==> config.mk <==
export PLATFORM = sky130hd
export DESIGN_NAME = serv_ifetch
export DESIGN_NICKNAME = d
export VERILOG_FILES = /design/src/rtl/serv_ifetch_pkg.sv /design/src/rtl/serv_ifetch_wdog.sv /design/src/rtl/serv_ifetch.sv
export SDC_FILE = /design/constraint.sdc
export NUM_CORES = 1
export LEC_CHECK = 0
export CAP_MARGIN = 40
export CELL_PAD_IN_SITES_DETAIL_PLACEMENT = 0
export CELL_PAD_IN_SITES_GLOBAL_PLACEMENT = 1
export CORE_MARGIN = 2
export CORE_UTILIZATION = 31
export DETAILED_ROUTE_END_ITERATION = 6
export PLACE_DENSITY_LB_ADDON = 0.1
export SETUP_SLACK_MARGIN = 0.2
export SLEW_MARGIN = 20
export SYNTH_ARGS = -nofsm -noshare
export SYNTH_HDL_FRONTEND = slang
export SYNTH_SLANG_ARGS = --single-unit
==> constraint.sdc <==
create_clock -name i_clk -period 2.1 [get_ports i_clk]
set_clock_uncertainty 0.1 [all_clocks]
set_input_delay 0.21 -clock i_clk [delete_from_list [all_inputs] [get_ports i_clk]]
set_output_delay 0.21 -clock i_clk [all_outputs]
set_load 0.005 [all_outputs]
==> src/rtl/serv_ifetch_pkg.sv <==
// Shared definitions for the SERV instruction fetch unit: FSM state
// encoding and sizing of the optional fetch watchdog counter.
package serv_ifetch_pkg;

    typedef enum logic [1:0] {
        S_IDLE = 2'd0,
        S_REQ  = 2'd1,
        S_DONE = 2'd2
    } state_t;

    localparam int unsigned TIMEOUT_CYCLES_DEFAULT = 255;

    // Counter width able to hold 0 .. cycles-1
    function automatic int unsigned wdog_width(input int unsigned cycles);
        return (cycles <= 2) ? 1 : $clog2(cycles);
    endfunction

endpackage

==> src/rtl/serv_ifetch_wdog.sv <==
// Fetch watchdog: counts cycles spent waiting for ibus ack and flags
// expiry on the cycle that reaches TIMEOUT_CYCLES. Only instantiated when
// SERV_IFETCH_TIMEOUT_EN is defined.
module serv_ifetch_wdog
    import serv_ifetch_pkg::*;
#(
    parameter int unsigned TIMEOUT_CYCLES = TIMEOUT_CYCLES_DEFAULT,
    parameter int unsigned CNT_W          = wdog_width(TIMEOUT_CYCLES)
) (
    input  logic i_clk,
    input  logic i_rst,
    input  logic i_clear,
    input  logic i_enable,
    output logic o_expire
);

    localparam logic [CNT_W-1:0] LAST = CNT_W'(TIMEOUT_CYCLES - 1);

    logic [CNT_W-1:0] cnt;

    // Count wait cycles while enabled, saturating on the final cycle
    always_ff @(posedge i_clk or posedge i_rst) begin
        if (i_rst) begin
            cnt <= '0;
        end else if (i_clear) begin
            cnt <= '0;
        end else if (i_enable && (cnt != LAST)) begin
            cnt <= cnt + CNT_W'(1);
        end
    end

    assign o_expire = i_enable && (cnt == LAST);

endmodule

==> src/rtl/serv_ifetch.sv <==
// SERV instruction fetch: issues one Wishbone read per accepted request,
// captures instruction bits [31:7] and strobes the decoder. Optional
// ack timeout is enabled with the macro SERV_IFETCH_TIMEOUT_EN.
module serv_ifetch
    import serv_ifetch_pkg::*;
#(
    parameter int unsigned TIMEOUT_CYCLES = TIMEOUT_CYCLES_DEFAULT
) (
    input  logic        i_clk,
    input  logic        i_rst,
    input  logic        i_fetch_req,
    input  logic [31:0] i_pc,
    input  logic        i_flush,
    output logic [31:0] o_ibus_adr,
    output logic        o_ibus_cyc,
    input  logic [31:0] i_ibus_rdt,
    input  logic        i_ibus_ack,
    output logic        o_wb_en,
    output logic [24:0] o_wb_rdt,
    output logic        o_busy,
    output logic        o_misalign,
    output logic        o_fetch_err
);

    state_t      state;
    logic [29:0] pc_q;
    logic        cyc_q;
    logic [24:0] rdt_q;
    logic        wb_en_q;
    logic        err_q;
    logic        mis_q;
    logic        flush_q;
    logic        expire;
    logic        drop;

`ifdef SERV_IFETCH_TIMEOUT_EN
    serv_ifetch_wdog #(
        .TIMEOUT_CYCLES(TIMEOUT_CYCLES)
    ) u_wdog (
        .i_clk   (i_clk),
        .i_rst   (i_rst),
        .i_clear (state != S_REQ),
        .i_enable(state == S_REQ),
        .o_expire(expire)
    );
`else
    logic unused_cfg;
    assign unused_cfg = ^TIMEOUT_CYCLES;
    assign expire     = 1'b0;
`endif

    logic unused_rdt;
    assign unused_rdt = ^i_ibus_rdt[6:2];

    // A flush seen at any point in REQ, including the terminating cycle
    assign drop = flush_q | i_flush;

    // Fetch FSM with registered bus, capture and pulse outputs
    always_ff @(posedge i_clk or posedge i_rst) begin
        if (i_rst) begin
            state   <= S_IDLE;
            pc_q    <= '0;
            cyc_q   <= 1'b0;
            rdt_q   <= '0;
            wb_en_q <= 1'b0;
            err_q   <= 1'b0;
            mis_q   <= 1'b0;
            flush_q <= 1'b0;
        end else begin
            wb_en_q <= 1'b0;
            err_q   <= 1'b0;
            mis_q   <= 1'b0;
            case (state)
                S_IDLE: begin
                    if (i_fetch_req) begin
                        if (i_pc[1:0] == 2'b00) begin
                            pc_q    <= i_pc[31:2];
                            cyc_q   <= 1'b1;
                            flush_q <= 1'b0;
                            state   <= S_REQ;
                        end else begin
                            mis_q <= 1'b1;
                        end
                    end
                end
                S_REQ: begin
                    if (i_ibus_ack) begin
                        cyc_q   <= 1'b0;
                        rdt_q   <= i_ibus_rdt[31:7];
                        flush_q <= 1'b0;
                        state   <= S_DONE;
                        if (!drop) begin
                            if (i_ibus_rdt[1:0] == 2'b11) begin
                                wb_en_q <= 1'b1;
                            end else begin
                                err_q <= 1'b1;
                            end
                        end
                    end else if (expire) begin
                        cyc_q   <= 1'b0;
                        flush_q <= 1'b0;
                        state   <= S_IDLE;
                        err_q   <= !drop;
                    end else if (i_flush) begin
                        flush_q <= 1'b1;
                    end
                end
                S_DONE: begin
                    state <= S_IDLE;
                end
                default: begin
                    state <= S_IDLE;
                end
            endcase
        end
    end

    assign o_ibus_adr  = {pc_q, 2'b00};
    assign o_ibus_cyc  = cyc_q;
    assign o_wb_rdt    = rdt_q;
    // wb_en_q is only ever set for the DONE cycle, so a flush there gates it directly
    assign o_wb_en     = wb_en_q & ~i_flush;
    assign o_fetch_err = err_q;
    assign o_misalign  = mis_q;
    assign o_busy      = (state != S_IDLE);

endmodule

# Word-level counts from Yosys, hierarchy flattened
# Index checks and enable logic that the tools add are counted.
# op_classes
div,0
reduce_logical,9
mul,0
n_shift,0
bitwise,3
addsub,0
n_eq_ne,6
order_cmp,0
n_mux,24
# op_table
op,n
$mux 1,18
$reduce_and 4->1,2
$mux 2,3
$ne 2x2->1 const B,3
$reduce_and 3->1,2
$logic_not 2->1,2
$pmux 1 s2,2
$pmux 2 s2,1
$reduce_bool 2->1,2
$ne 3x3->1 const B,1
$eq 2x1->1 const B,1
$eq 2x2->1 const B,1
$reduce_and 2->1,1
$and 1x1->1,1
$not 1->1,1
$or 1x1->1,1
# word_totals
word_cells,50
reg_bits,62
rom_bits,0
input_bits,69
latch_bits,0
mem_count,0
ram_bits,0

# Logic depth before layout (Yosys ltp)
# Gate-level depths: netlist (run 1).
# depth
depth_word,5
ltp_mapped,4
depth_no_buf,3

# Least setup slack after synthesis (run 1)
# Ideal clock, no wire load.
# synth_timing
path_type,register to register
startpoint,reg state[1]
endpoint,"reg rdt_q[10], in the netlist o_wb_rdt[10]"
stages_incl_launch_ff,5
slack_ns,0.728
required_ns,1.875
arrival_time_ns,1.147
path_buffers,1
cell_sequence,dfrtp_1 > inv_1 > nand3_4 > clkbuf_8 > mux2_2
# synth_via
elab_chain_len,2
# synth_lines
item,line_no,source
"start, declared",serv_ifetch.sv:25,state_t state;
"start signal, assigned",serv_ifetch.sv:61,state <= S_IDLE;
"start signal, assigned",serv_ifetch.sv:80,state <= S_REQ;
"start signal, assigned",serv_ifetch.sv:91,state <= S_DONE;
$eq 2x1->1,serv_ifetch.sv:73,case (state)
$reduce_and 2->1 (no source line),-,
"end signal, assigned",serv_ifetch.sv:89,rdt_q <= i_ibus_rdt[31:7];
"end, declared",serv_ifetch.sv:28,logic [24:0] rdt_q;
# No other way between the ends.
# A chain may end at the register's enable or synchronous reset.

# Worst setup path in the final report (run 1)
# layout_timing
startpoint,reg state[0]
endpoint,out o_busy
# layout_via
elab_chain_len,1
# layout_lines
item,line_no,source
$reduce_bool 2->1,serv_ifetch.sv:125,assign o_busy = (state != S_IDLE);
"end, declared",serv_ifetch.sv:20,"output logic o_busy,"
# No other way between the ends.

==> results of run 1 <==
-- synthesized netlist by cell type (all sizes together) --
master and number:
nand2b 2, nor4 1, a21oi 2, nand2 4, o2bb2ai 1, mux2 55, nor3b 1, dfrtp 62
nand3 2, nor2b 1, o21ai 3, buf 5, conb 1, nor2 1, nor4b 1, inv 4
clkbuf 2
-- tightest hold or removal path, stage by stage --
cell and delay (ps):
clkdlybuf4s50_1 410, inv_2 70, buf_12 280
-- state kept, by name, summed over array words and instances (netlist names) --
signal	flops
o_ibus_cyc	1
o_wb_rdt	25
flush_q	1
wb_en_q	1
state	2
o_fetch_err	1
o_misalign	1
pc_q	30
-- metal layers --
layer / vias up / share of wire, %
met5: - / 0
met4: 0 / 0.59
met3: 2 / 9.0
met2: 74 / 42
met1: 726 / 49
li1: 770 / -
-- worst max path at each step --
| stage | from | endpoint | slack, ps | depth (start not counted) |
|---|---|---|---|---|
| 6_report | state[0] | o_busy | 290 | 3 |
| 5_1_grt | state[0] | o_busy | 210 | 3 |
| 4_1_cts | state[0] | o_busy | 260 | 3 |
| 3_5_place_dp | i_pc[1] | pc_q[14] | 210 | 5 |
| 3_3_place_gp | i_pc[1] | pc_q[24] | 230 | 5 |
| 2_1_floorplan | i_rst | flush_q | 250 | 1 |
-- power by group --
group / internal, mW / switching, mW
registers: 1.53 / 0.167
clock network: 0.469 / 0.412
logic: 0.976 / 0.325
-- cells by family (layout without fill, tap and decap cells) --
kind of cell | Yosys count | count (layout)
AO/OA/AOI/OAI | 6 | 6
buffers and inverters | 11 | 143
flip-flops | 62 | 62
multiplexers | 55 | 55
other | 1 | 2
AND/OR/NAND/NOR | 13 | 13
-- stage by stage --
step | hold WS (ps) | setup slack [ps] | std cells
finish | 164 | 291 | 383
global route | 181 | 206 | 383
CTS | 181 | 256 | 383
detailed placement | 328 | 213 | 370
global placement | 329 | 225 | 370
floorplan | 181 | 249 | 149
-- layout make-up --
cell class	count	area share, %
multi-input combinational	76	21.9
tap	102	3.19
clock buffer	11	3.79
clock inverter	2	0.250
timing repair buffer	126	31.7
inverter	4	0.376
sequential	62	38.8
-- repair_timing --
action / CTS / global route
hold endpoints to repair: 0 / 0
endpoints found under the setup margin: 0 / 1
buffers inserted: 0 / 0
resized for setup: 0 / 1
==> flow_results.org, run 1 <==
** Critical path
- On the worst path, the slowest cell contributes a delay of between 500 and 600 ps.
- RR Startpoint :: state[0]
- Along the worst path, the maximum fanout reaches 4.
- Total buffers and inverters traversed by the critical path :: 2
- The slowest stage of the critical path is the clkdlybuf4s50_1 cell.
- The worst register-to-register path has a depth of 4.
- By startpoint and endpoint, the worst setup path is classified as reg2out.
- Data arrives at the worst endpoint at roughly 1500 ps.
- STA classifies the critical path startpoint as a flip-flop.
- End of the worst register-to-register path :: pc_q[5]
- CP required :: 1790 ps
- Critical path cell sequence :: inv_1 > nand2_1 > clkdlybuf4s50_1
- The worst setup path is captured at a primary output.
- Register-to-register path setup slack :: 510 ps
- Dominant delay contributor by cell family on the critical path :: buffers and inverters

** Clock network
- The later pin in the worst-skew pair is clocked with a latency of approximately 320 ps.
- CTS tree :: done
- Sink Count :: 62
- The number of hold buffers added after CTS was 0.
- Longest Clk Path Bufs :: 2
- Root Driver :: clkbuf_8
- The H-tree was split into 3 levels.
- Clock transition at the registers of the reported paths :: ~70 ps
- In this run, CTS created clock tree buffers numbering 9.

** Yosys
- Dominant cells by area after synthesis :: dfrtp_1 (62%), mux2_4 (17%), mux2_2 (12%), nand3_4 (1.4%), buf_6 (1.3%)
- Synthesis-stage register bit count :: between 60 and 70
- The synthesized design spends more area on one cell type than any other, namely dfrtp_1.
- XOR/XNOR Fraction of Synth Area :: 0%
- Fraction of the mapped netlist area in compound gates :: around 1.3%
- Mux share of post-synthesis cell area :: between 20 and 30%
- Share of synthesized cell area in full adder, half adder and majority cells :: 0%
- Post-synthesis area per instance :: ~17 µm²
- Dominant combinational cell family by area after synthesis :: multiplexers
- Gate count after technology mapping :: ~150
- Syn Std Cell Area :: around 0.0025 mm²
- Share of synthesized area occupied by flip-flops and latches :: just over 60%
- The top cell type by area accounts for about three fifths of the synthesized area.
- Yosys printed 0 warnings.
- Simple-gate area share of the yosys netlist :: 4.23%
- The synthesized netlist contains 19 unique library cells.

** Placement
- RePlAce Congestion :: about 0.65
- Dpl hpwl :: between 3 and 4 mm
- The placed instances occupy a cell area of roughly 0.0038 mm².
- Buffers placed on the I/O ports in this run total roughly 120.

** Timing
- Time the final worst path needs with I/O delays and setup :: approximately 1800 ps
- After routing, the total negative slack on setup checks comes to 0 ps.
- Count of endpoints failing setup in the final report :: 0
- For this run, the top clock speed supported by timing is 553 MHz.
- Setup repair after global routing left no endpoint under its margin.
- Number of max-slew violations in the final report :: 0
- The number of hold violations in the final report was 0.
- Portion of the clock cycle consumed by the worst path in the final layout :: 86.1%

** Final layout
- Util after Layout :: between 50% and 60%
- Compared with the post-synthesis result, the final layout area differs by 59.0%.
- Most frequent cells in the layout :: clkdlybuf4s50_1 (123), dfrtp_1 (62), mux2_4 (29), mux2_2 (26), clkbuf_8 (11)
- Cells with a size suffix above 1 make up between 20% and 30% of the layout.
- Area of the multi-input gates :: just under 900 µm²
- Final instance area :: 0.00400 mm²
- The repair_antennas step left the layout with diodes totalling 0.
- Number of nets in the finished design :: 348
- Registers take about 0.0016 mm².
- Number of fill cells in the layout :: between 600 and 700
- Commonest non-fill, non-tap cell in the layout :: clkdlybuf4s50_1

** Global routing
- Largest net degree at the start of global routing :: 63
- Met1 track demand over resource in global routing :: 18.0%
- For this run, global-route usage on met3 was measured as under 10%.
- The first global-routing pass estimated 8.35 mm of wire.
- Summed over all layers, the global routing overflow is 0.
- The number of global-route vias before repair was between 1.5k and 2k.
- Global routing used roughly 16% of the available met2 tracks.
- Global routing used about 13% of the available tracks across all layers.
- The initial antenna violation count came to 0.
- The global routing stage identified its most utilized layer as met1.

** Drt
- Total routed wirelength :: 5.24 mm
- WL per Instance :: roughly 14 µm
- The first detailed-routing pass took 3 iterations.
- The first routing iteration left 21 violations.
- Number of vias after detailed routing :: ~1.6k
- Using the TritonRoute via totals, the vias-per-cell ratio works out to roughly 4.1.
- In this run the remaining antenna-violating nets after routing total 0.
- Remaining routing DRC violations :: 0

** Die
- Initial Util :: between 30% and 40%
- The floorplan step defined a core boundary enclosing between 0.007 and 0.008 mm².
- The floorplan step defined a die boundary enclosing 0.00885 mm².
- The die is between 90 and 100 µm tall.
- Chip Width :: 94.1 µm
- Number of top-level pins :: ~130
- Number of placement rows :: 32

** Run status
- Result of the run :: finished, final reports clean

** Job
- Max-cap viol count :: 0

** Power
- The design draws just under 4 mW.
- Leak Pwr :: roughly 1.8 nW
- Across the VDD grid, the largest voltage drop is between 0.0004 and 0.0005 V.
- Power spread over the standard cell area amounts to roughly 970 mW/mm².

** Worst hold path
- Worst Hold Class :: in2async
Note: power is estimated with default switching activity, not from simulation.
==> run 2, diff against run 1 <==
--- a/config.mk
+++ b/config.mk
@@ -8,6 +8,7 @@
 export CAP_MARGIN = 40
 export CELL_PAD_IN_SITES_DETAIL_PLACEMENT = 0
 export CELL_PAD_IN_SITES_GLOBAL_PLACEMENT = 1
+export CORE_ASPECT_RATIO = 1.25
 export CORE_MARGIN = 2
 export CORE_UTILIZATION = 31
 export DETAILED_ROUTE_END_ITERATION = 6
==> run 2 against run 1 <==
Net effect: utilization rose by 0.47 points; cell count fell by 0.26%; sequential power is essentially flat; setup slack worse by 25 ps; clock power is 20% higher; combinational power about the same; largest cell class unchanged; highest routed layer unchanged.
==> flow_results.org, run 2 (same netlist as run 1, synthesis figures left out) <==
** Clock network
- The clock-pin transition on the worst setup and hold timing paths is 70 ps (about the same).
- The number of buffers inserted by hold repair at cts came to 0 (unchanged).
- The number of levels in the clock H-tree is 3 (unchanged).
- Longest Clk Path Bufs :: 2 (unchanged)
- CTS tree :: done
- The clock buffer count from CTS is 9 (unchanged).
- Worst-skew pair later-pin latency :: 320 ps (about the same)
- The cell sitting at the root of the clock tree is a clkbuf_8.
- Resized cells post-CTS :: 0 (unchanged)
- The number of clock sinks is 62 (unchanged).

** Run status
- The run finished with clean final reports.

** Drt
- The number of search-and-repair iterations in the first detailed-routing pass came to 3 (unchanged).
- The iteration-0 DRC count of the detailed router came to 62 (+200%).
- The total number of vias is 1670 (+6.2%).
- The count of antenna-violating nets left after detailed routing was 0 (unchanged).
- The mean number of vias per cell is 4.37 (+6.5%).
- Total routed wirelength :: 5.63 mm (+7.5%)
- WL per Instance :: 14.7 µm (+7.8%)
- The DRC violation count after routing is 0 (unchanged).

** Final layout
- Layout overhead on the synthesized area :: 61.0%
- Leaving out fill and tap cells, the most frequent cells in the layout are clkdlybuf4s50_1 (123), dfrtp_1 (62), mux2_4 (29), mux2_2 (26), clkbuf_8 (10).
- Largest register FFs :: 30 (unchanged)
- The cell area after layout is 0.00405 mm² (+1.3%).
- Number of nets in the finished design :: 351 (+0.86%)
- Fraction of layout cells with a size suffix above 1 :: 27.9% (+0.83 points)
- Counting flops per register, the top entry is pc_q.
- The diode insertion count for antenna repair was 0 (unchanged).
- Leaving out fill and tap cells, the most frequent cell in the layout is clkdlybuf4s50_1.
- The filler-free cell count of the finished design was 382 (-0.26%).
- The share of the core filled with cells came to 51.7% (+0.47 points).

** Power
- Share of power burned in the clock network :: 26.0% (+3.3 points)
- Reg power frac :: 41.5% (-2.2 points)
- Switching part of the total power :: 24.1% (+0.76 points)
- Worst voltage drop across the vdd grid :: 0.000491 V (+5.3%)
- Internal power :: 3.09 mW (+3.9%)
- Leak Pwr :: 1.80 nW (+1.3%)
- Power dissipated by switching net loads :: 979 µW (+8.3%)
- The post-route total power was 4.07 mW (+4.9%).
- The power density normalized to cell area came to 1000 mW/mm² (+3.6%).
- Portion of total power attributed to combinational logic :: 32.5% (-1.1 points)

** Timing
- The final total negative setup slack is 0 ps (unchanged).
- Portion of the clock cycle consumed by the worst path in the final layout :: 87.3% (+1.2 points)
- Setup repair after global routing left no endpoint under its margin.
- Highest clock rate :: 545 MHz (-1.4%)
- Final Worst Setup Slack :: 267 ps (-24.8 ps)
- Time the final worst path needs with I/O delays and setup :: 1830 ps (+24.8 ps)
- Minimum hold slack :: 59.9 ps (-105 ps)
- The total setup violations reported at the end of the flow was 0 (unchanged).
- The max-slew violation count was 0 (unchanged).
- The number of hold violations in the final report came to 0 (unchanged).

** Critical path
- Worst-path maximum fanout :: 5 (+1)
- The critical path in this run is classified as reg2out.
- The endpoint required time on the critical path was 1790 ps (about the same).
- Count of cells along the worst register-to-register path :: 3 (-1)
- End of the worst register-to-register path :: o_wb_rdt[16]
- RR Startpoint :: state[1]
- CP Data Arrival Time :: 1520 ps (+20 ps)
- The register-to-register setup slack came to 530 ps (+20 ps).
- The worst setup path is captured at a primary output.
- STA classifies the critical path startpoint as a flip-flop.

** Placement
- The count of input and output buffers is 123 (unchanged).
- RePlAce Congestion :: 0.706 (+9.4%)
- DP Area :: 0.00384 mm² (+0.16%)
- Dpl hpwl :: 4.12 mm (+13%)
- DP Cell Count :: 365 (-1.4%)
- Post-placement worst setup slack :: 239 ps (+25.7 ps)

** Global routing
- Antenna violations before repair :: 0 (unchanged)
- The total overflow reported by the global router is 0 (unchanged).
- Gr usage total :: 13.4% (+0.65 points)
- Via count of the first global-routing pass :: 1805 (+9.7%)
- The first-pass GRT wire length is 9.16 mm (+9.7%).
- Largest net degree at the start of global routing :: 29 (-54%)

** Worst hold path
- Worst Hold Class :: in2async

** Die
- Initial Util :: 32.1% (-0.12 points)
- The die area is 0.00885 mm² (about the same).
- Die height :: 105 µm (+11%)
- The I/O pin total came to 131 (unchanged).
- Chip Width :: 84.6 µm (-10%)
- Number of placement rows :: 36 (+13%)
- Core Box Area :: 0.00784 mm² (+0.38%)

** Job
- The number of violations of the max-capacitance limit was 0 (unchanged).
## run 2: cell count changes in the layout (fill, tap and decap cells not counted), sizes merged
cell / before / now
bufinv: 0 / 1
buf: 3 / 6
clkinvlp: 0 / 2
## run 2: worst max-delay path, cell delays in order, from the launching register on
cell and delay, ps:
dfrtp_1 390, inv_1 200, nand2_1 130, clkdlybuf4s50_1 470
## run 2: worst max-delay path by stage
stage               endpoint  slack [ps]     start  cells past startpoint
global route          o_busy         200  state[1]                      3
CTS                   o_busy         250  state[1]                      3
finish                o_busy         270  state[1]                      3
detailed placement  pc_q[11]         240   i_pc[1]                      5
floorplan            flush_q         250     i_rst                      1
global placement     pc_q[6]         250   i_pc[1]                      5
## run 2: final cells by class
cell class / count / area, µm²
timing repair buffer: 129 / 1290
sequential: 62 / 1550
multi-input combinational: 76 / 876
inverter: 4 / 15.0
fill: 720 / 3790
clock buffer: 11 / 141
tap: 95 / 119
clock inverter: 5 / 58.8
## run 2: power by group through the flow
stage / Clock, mW / Sequential (mW) / Combinational (mW)
4_1_cts: 1.10 / 1.69 / 1.35
5_1_grt: 1.18 / 1.73 / 1.41
3_3_place_gp: 0 / 1.70 / 1.33
3_5_place_dp: 0 / 1.71 / 1.34
2_1_floorplan: 0 / 1.74 / 0.444
6_report: 1.06 / 1.69 / 1.32
## run 2: what timing repair did
action                                  in CTS  in global routing
endpoints found under the hold margin        0                  0
endpoints found under the setup margin       0                  1
setup buffers                                0                  1
## run 2: metal layers
layer | vias to the layer above | track usage [%] | part of all wire (%)
met1 | 808 | 17.2 | 44
li1 | 774 | - | -
met3 | 13 | 5.45 | 8.6
met2 | 75 | 19.4 | 46
met4 | 0 | 6.80 | 2.2
met5 | - | 0 | 0
